### config.mk
export PLATFORM = sky130hd
export DESIGN_NAME = vga_timing_gen_flat
export DESIGN_NICKNAME = d
export VERILOG_FILES = /design/src/rtl/vga_timing_if.sv /design/src/rtl/vga_timing_gen.sv /design/src/flat_wrapper.sv
export SDC_FILE = /design/constraint.sdc
export NUM_CORES = 1
export LEC_CHECK = 0
export ABC_AREA = 1
export CAP_MARGIN = 30
export CORE_MARGIN = 2
export CORE_UTILIZATION = 55
export DETAILED_ROUTE_END_ITERATION = 10
export HOLD_SLACK_MARGIN = 0.02
export PLACE_DENSITY_LB_ADDON = 0.1
export SYNTH_ARGS = -nofsm -noshare
export SYNTH_HDL_FRONTEND = slang
export SYNTH_SLANG_ARGS = --single-unit
### constraint.sdc
create_clock -name clk -period 3 [get_ports clk]
set_input_delay 0.45 -clock clk [delete_from_list [all_inputs] [get_ports clk]]
set_output_delay 0.45 -clock clk [all_outputs]
set_load 0.02 [all_outputs]
### src/rtl/vga_timing_if.sv
// Raster timing bundle between the timing generator and its pixel consumers.
// pix_ce flows into the generator; counters, qualifiers, syncs and strobes flow out.
interface vga_timing_if;
    logic       pix_ce;
    logic [9:0] CounterX;
    logic [8:0] CounterY;
    logic       inDisplayArea;
    logic       vga_h_sync;
    logic       vga_v_sync;
    logic       line_start;
    logic       frame_start;
    logic [7:0] frame_count;

    modport master (
        input  pix_ce,
        output CounterX, CounterY, inDisplayArea, vga_h_sync, vga_v_sync,
               line_start, frame_start, frame_count
    );

    modport slave (
        output pix_ce,
        input  CounterX, CounterY, inDisplayArea, vga_h_sync, vga_v_sync,
               line_start, frame_start, frame_count
    );
endinterface

### src/rtl/vga_timing_gen.sv
// VGA raster timing: pixel counters, display qualifier, H/V syncs, line/frame strobes, frame count.
// Latency: every output is registered from the next-state counters, so all outputs describe the same pixel.
// Backpressure: none; pix_ce gates advance, outputs hold and strobes drop while it is low.
module vga_timing_gen #(
    parameter int H_ACTIVE = 640,
    parameter int H_FRONT  = 16,
    parameter int H_SYNC   = 96,
    parameter int H_BACK   = 48,
    parameter int V_ACTIVE = 480,
    parameter int V_FRONT  = 10,
    parameter int V_SYNC   = 2,
    parameter int V_BACK   = 20,
    parameter int SYNC_POL = 0
) (
    input  logic         clk,
    input  logic         rst_n,
    vga_timing_if.master vif
);
    localparam int H_TOTAL = H_ACTIVE + H_FRONT + H_SYNC + H_BACK;
    localparam int V_TOTAL = V_ACTIVE + V_FRONT + V_SYNC + V_BACK;

    if (H_TOTAL > 1024 || V_TOTAL > 512) begin : g_size_err
        $error("vga_timing_gen: H_TOTAL must be <= 1024 and V_TOTAL <= 512");
    end
    if (H_FRONT == 0 || H_SYNC == 0 || H_BACK == 0 ||
        V_FRONT == 0 || V_SYNC == 0 || V_BACK == 0) begin : g_zero_err
        $error("vga_timing_gen: porch and sync widths must be non-zero");
    end

    localparam logic [9:0] X_LAST = 10'(H_TOTAL - 1);
    localparam logic [9:0] X_ACT  = 10'(H_ACTIVE);
    localparam logic [9:0] HS_BEG = 10'(H_ACTIVE + H_FRONT);
    localparam logic [9:0] HS_END = 10'(H_ACTIVE + H_FRONT + H_SYNC);
    localparam logic [8:0] Y_LAST = 9'(V_TOTAL - 1);
    localparam logic [8:0] Y_ACT  = 9'(V_ACTIVE);
    localparam logic [8:0] VS_BEG = 9'(V_ACTIVE + V_FRONT);
    localparam logic [8:0] VS_END = 9'(V_ACTIVE + V_FRONT + V_SYNC);
    localparam logic       SYNC_ACT = (SYNC_POL != 0);

    logic [9:0] cnt_x, x_nxt;
    logic [8:0] cnt_y, y_nxt;
    logic [7:0] frm_cnt;
    logic       disp, h_sync, v_sync, line_stb, frame_stb;
    logic       x_wrap, y_wrap, frame_wrap;

    always_comb begin
        x_wrap     = (cnt_x == X_LAST);
        y_wrap     = (cnt_y == Y_LAST);
        frame_wrap = vif.pix_ce & x_wrap & y_wrap;
        x_nxt      = cnt_x;
        y_nxt      = cnt_y;
        if (vif.pix_ce) begin
            x_nxt = x_wrap ? 10'd0 : cnt_x + 10'd1;
            if (x_wrap) begin
                y_nxt = y_wrap ? 9'd0 : cnt_y + 9'd1;
            end
        end
    end

    // Decodes use the next-state counters so they land in the same cycle as the counters.
    always_ff @(posedge clk or negedge rst_n) begin
        if (!rst_n) begin
            cnt_x     <= X_LAST;
            cnt_y     <= Y_LAST;
            disp      <= 1'b0;
            h_sync    <= ~SYNC_ACT;
            v_sync    <= ~SYNC_ACT;
            line_stb  <= 1'b0;
            frame_stb <= 1'b0;
            frm_cnt   <= 8'd0;
        end else begin
            cnt_x     <= x_nxt;
            cnt_y     <= y_nxt;
            disp      <= (x_nxt < X_ACT) && (y_nxt < Y_ACT);
            h_sync    <= (x_nxt >= HS_BEG && x_nxt < HS_END) ? SYNC_ACT : ~SYNC_ACT;
            v_sync    <= (y_nxt >= VS_BEG && y_nxt < VS_END) ? SYNC_ACT : ~SYNC_ACT;
            line_stb  <= vif.pix_ce & x_wrap;
            frame_stb <= frame_wrap;
            if (frame_wrap) begin
                frm_cnt <= frm_cnt + 8'd1;
            end
        end
    end

    assign vif.CounterX      = cnt_x;
    assign vif.CounterY      = cnt_y;
    assign vif.inDisplayArea = disp;
    assign vif.vga_h_sync    = h_sync;
    assign vif.vga_v_sync    = v_sync;
    assign vif.line_start    = line_stb;
    assign vif.frame_start   = frame_stb;
    assign vif.frame_count   = frm_cnt;
endmodule

### src/flat_wrapper.sv
// flat-port wrapper written by rule: the top's interface ports become plain ports
module vga_timing_gen_flat 
#(
    parameter int H_ACTIVE = 640,
    parameter int H_FRONT  = 16,
    parameter int H_SYNC   = 96,
    parameter int H_BACK   = 48,
    parameter int V_ACTIVE = 480,
    parameter int V_FRONT  = 10,
    parameter int V_SYNC   = 2,
    parameter int V_BACK   = 20,
    parameter int SYNC_POL = 0
)
  (clk, rst_n, vif_pix_ce, vif_CounterX, vif_CounterY, vif_inDisplayArea, vif_vga_h_sync, vif_vga_v_sync, vif_line_start, vif_frame_start, vif_frame_count);
  vga_timing_if vif_i ();
  input  logic clk;
  input  logic rst_n;
  input wire logic [$bits(vif_i.pix_ce)-1:0] vif_pix_ce;
  output wire logic [$bits(vif_i.CounterX)-1:0] vif_CounterX;
  output wire logic [$bits(vif_i.CounterY)-1:0] vif_CounterY;
  output wire logic [$bits(vif_i.inDisplayArea)-1:0] vif_inDisplayArea;
  output wire logic [$bits(vif_i.vga_h_sync)-1:0] vif_vga_h_sync;
  output wire logic [$bits(vif_i.vga_v_sync)-1:0] vif_vga_v_sync;
  output wire logic [$bits(vif_i.line_start)-1:0] vif_line_start;
  output wire logic [$bits(vif_i.frame_start)-1:0] vif_frame_start;
  output wire logic [$bits(vif_i.frame_count)-1:0] vif_frame_count;
  assign vif_i.pix_ce = vif_pix_ce;
  assign vif_CounterX = vif_i.CounterX;
  assign vif_CounterY = vif_i.CounterY;
  assign vif_inDisplayArea = vif_i.inDisplayArea;
  assign vif_vga_h_sync = vif_i.vga_h_sync;
  assign vif_vga_v_sync = vif_i.vga_v_sync;
  assign vif_line_start = vif_i.line_start;
  assign vif_frame_start = vif_i.frame_start;
  assign vif_frame_count = vif_i.frame_count;
  vga_timing_gen #(.H_ACTIVE(H_ACTIVE), .H_FRONT(H_FRONT), .H_SYNC(H_SYNC), .H_BACK(H_BACK), .V_ACTIVE(V_ACTIVE), .V_FRONT(V_FRONT), .V_SYNC(V_SYNC), .V_BACK(V_BACK), .SYNC_POL(SYNC_POL)) u_core (.clk(clk), .rst_n(rst_n), .vif(vif_i));
endmodule
==> reports/qor.txt <==
outcome - finished clean
Synth Cell Area - 1720 sq um
hold_buf cts - 0
PortBufs - 34
TNS Setup - 0 ns
via count - 1,436
final setup violation count - 0
Die Area - 3590 sq um
Initial DRC Count - 68
dpl ws - 0.714 ns
initial antenna violation count - 0
pin count of the biggest net entering global routing - 33
Detail Route met2 WL - 1800 um
worst setup margin - 0.737 ns
clock sink count - 32
antenna-violating nets left - 0
flops & latches, synth - 32
fin. max-slew vios - 0
Met1 Wirelength - 1510 um
CTS Buf Count - 5
clock-pin slew on the worst setup and hold paths - 0.10 ns
crit path time final - 2.26 ns
period utilization - 75.4%
Antenna Cells - 0
share of cells above drive strength 1 - 20.4%
CP Capture Type - flop
static leakage power - 1.03 nW
clk_lat worst skew - 0.33 ns
highest metal used - met4
Simple-Gate Fraction of Synth Area - 30.6%
vias in the first global route - 1,422
row count - 20
mux cell area share after synthesis - 0%
clock buffer depth - 2
core footprint - 3000 sq um
Worst Path Required - 3.22 ns
Max Fanout on Critical Path - 9
worst min path class - in2async
Die X-Extent - 60.0 um
H-tree depth - 2
Setup Skew - 0.0133 ns
adder-cell share of the synthesized area - 2.91%
Area growth, synth to finish - 24.3%
Seq/Total Area, Yosys - 47.8%
synth warn - 0
Initial Util - 57.3%
first-pass GRT wire length - 6150 um
Root Driver - clkbuf_4
largest family of logic cells by synthesized area - simple AND/OR/NAND/NOR gates
Syn Area/Cell - 8.83 sq um
Die Span Y - 60.0 um
Residual DRC - 0
Compound-Gate Fraction of Synth Area - 6.03%
RSZ-0062 raised after global routing - no
cells after synthesis - 195
fin nets - 241
placer congestion estimate - 0.852
maxcap violations - 0
P per Cell Area - 558 nW/um^2
Final Hold Viols - 0
Post-CTS Setup Inserts - 0
Post-Synth XOR/XNOR Area - 4.58%
first drt pass iteration count - 4
VDD IR max - 0.337 mV
met3 routed WL - 221 um
FMAX - 0.442 GHz
Setup CP Type - reg2reg
crit path DAT - 2.48 ns
# resized after CTS - 0
drt wl/cell - 13.5 um
global route total overflow - 0
Startpoint Class - flop
Tot GR Track Use - 23.4%
worst slew pin tran - 0.392 ns
CTS tree - built
Slew headroom - 73.9%
Post-DP HPWL - 2690 um
Mapped Nets - 202
Synth cell types - 28
Avg Vias per Cell - 5.36
Pwr Total - 1.19 mW
io pins - 35
WL final - 3620 um
-- per-layer routing --
metal,GRT usage (%),up-vias
li1,-,697
met1,28.4,677
met2,37.9,51
met3,7.58,11
met4,10.5,0
met5,0,-
-- cell usage in the layout, fill, tap and decap left out --
| cell | count |
|---|---|
| nand3_4 | 1 |
| nand3_1 | 16 |
| a21oi_2 | 2 |
| nand4_2 | 1 |
| clkbuf_8 | 1 |
| o21ai_2 | 1 |
| dfstp_2 | 18 |
| clkdlybuf4s50_1 | 34 |
| nor2_2 | 5 |
| xnor2_1 | 3 |
| xor2_1 | 6 |
| nand4_1 | 6 |
| dfrtp_1 | 14 |
| clkbuf_1 | 2 |
| inv_2 | 3 |
| and3_1 | 2 |
| nor2_4 | 3 |
| nand2_2 | 5 |
| inv_1 | 26 |
| nor2_8 | 2 |
| o21ai_0 | 3 |
| clkbuf_4 | 5 |
| nor2_1 | 13 |
| nand2_1 | 41 |
| buf_4 | 1 |
| a21oi_1 | 4 |
| ha_1 | 4 |
| o21bai_1 | 1 |
| nand3b_1 | 1 |
| nor3_1 | 4 |
| o21ai_1 | 7 |
-- synthesized netlist by cell type --
cell      instances  share of area [%]
nand2_1          41                8.9
inv_1            26                5.7
dfstp_2          18                 27
nand3_1          16                4.7
dfrtp_1          14                 20
nor2_1           13                2.8
o21ai_1           7                2.0
nand4_1           6                2.2
xor2_1            6                3.1
nand2_2           5                1.8
nor2_2            5                1.8
a21oi_1           4                1.2
ha_1              4                2.9
nor3_1            4                1.2
inv_2             3               0.65
nor2_4            3                2.0
o21ai_0           3               0.87
xnor2_1           3                1.5
a21oi_2           2                1.0
and3_1            2               0.73
buf_6             2                1.3
nor2_8            2                2.3
buf_4             1               0.44
nand3_4           1                1.0
nand3b_1          1               0.44
nand4_2           1               0.73
o21ai_2           1               0.51
o21bai_1          1               0.44
-- layout make-up --
cell class,count,area (sq um)
well taps,33,41.3
clock buffers,8,58.8
repair buffers,35,348
inverters,29,109
fillers,237,863
multi-input cells,131,759
flip-flops and latches,32,823
-- registers in the layout (all words and copies together), names as in the netlist --
register,flops
u_core.vif.CounterY,9
u_core.vif.vga_h_sync,1
u_core.vif.frame_start,1
u_core.vif.frame_count,8
u_core.vif.line_start,1
u_core.vif.CounterX,10
u_core.vif.inDisplayArea,1
u_core.vif.vga_v_sync,1
-- per-stage QoR --
stage | cells | area [sq um] | hold WS (ns) | utilization [%]
floorplan | 195 | 1720 | 0.154 | -
global placement | 260 | 2080 | 0.484 | 69.3
detailed placement | 260 | 2080 | 0.507 | 69.3
CTS | 268 | 2140 | 0.510 | 71.3
global route | 268 | 2140 | 0.530 | 71.3
finish | 268 | 2140 | 0.500 | 71.3
-- cell families (layout without fill, tap and decap cells) --
logic type,after synthesis,count (layout)
buf+inv,32,72
flops,32,32
simple gates,100,100
fa+ha+maj,4,4
compound gates,18,18
xor+xnor,9,9
-- power breakdown --
group	switching, mW	internal, mW
logic	0.213	0.147
clock network	0.140	0.116
registers	0.0673	0.511
-- path summary, 6_finish.rpt --
check                      slack [ns]                   start  cells past startpoint                   endpoint
setup / recovery                 0.74  u_core.vif.CounterY[0]                     12  u_core.vif.frame_count[6]
hold / removal                   0.50                   rst_n                      2     u_core.vif.CounterX[5]
setup reg to reg                 0.74  u_core.vif.CounterY[0]                     12  u_core.vif.frame_count[6]
hold reg to reg                  0.52  u_core.vif.CounterX[1]                      2     u_core.vif.CounterX[1]
max in group asynchronous        2.16                   rst_n                      2      u_core.vif.vga_h_sync
min in group clk                 0.52  u_core.vif.CounterX[1]                      2     u_core.vif.CounterX[1]
-- critical path, cell delays in order, from the launching register on --
cell	delay, ns
dfstp_2	0.57
ha_1	0.17
nand2_1	0.09
nor2_1	0.18
and3_1	0.18
ha_1	0.22
inv_1	0.15
nor2_8	0.20
nand2_2	0.10
nor2_4	0.11
nand3_1	0.07
nand2_1	0.06
nand2_1	0.04
Note: power is estimated with default switching activity, not from simulation.
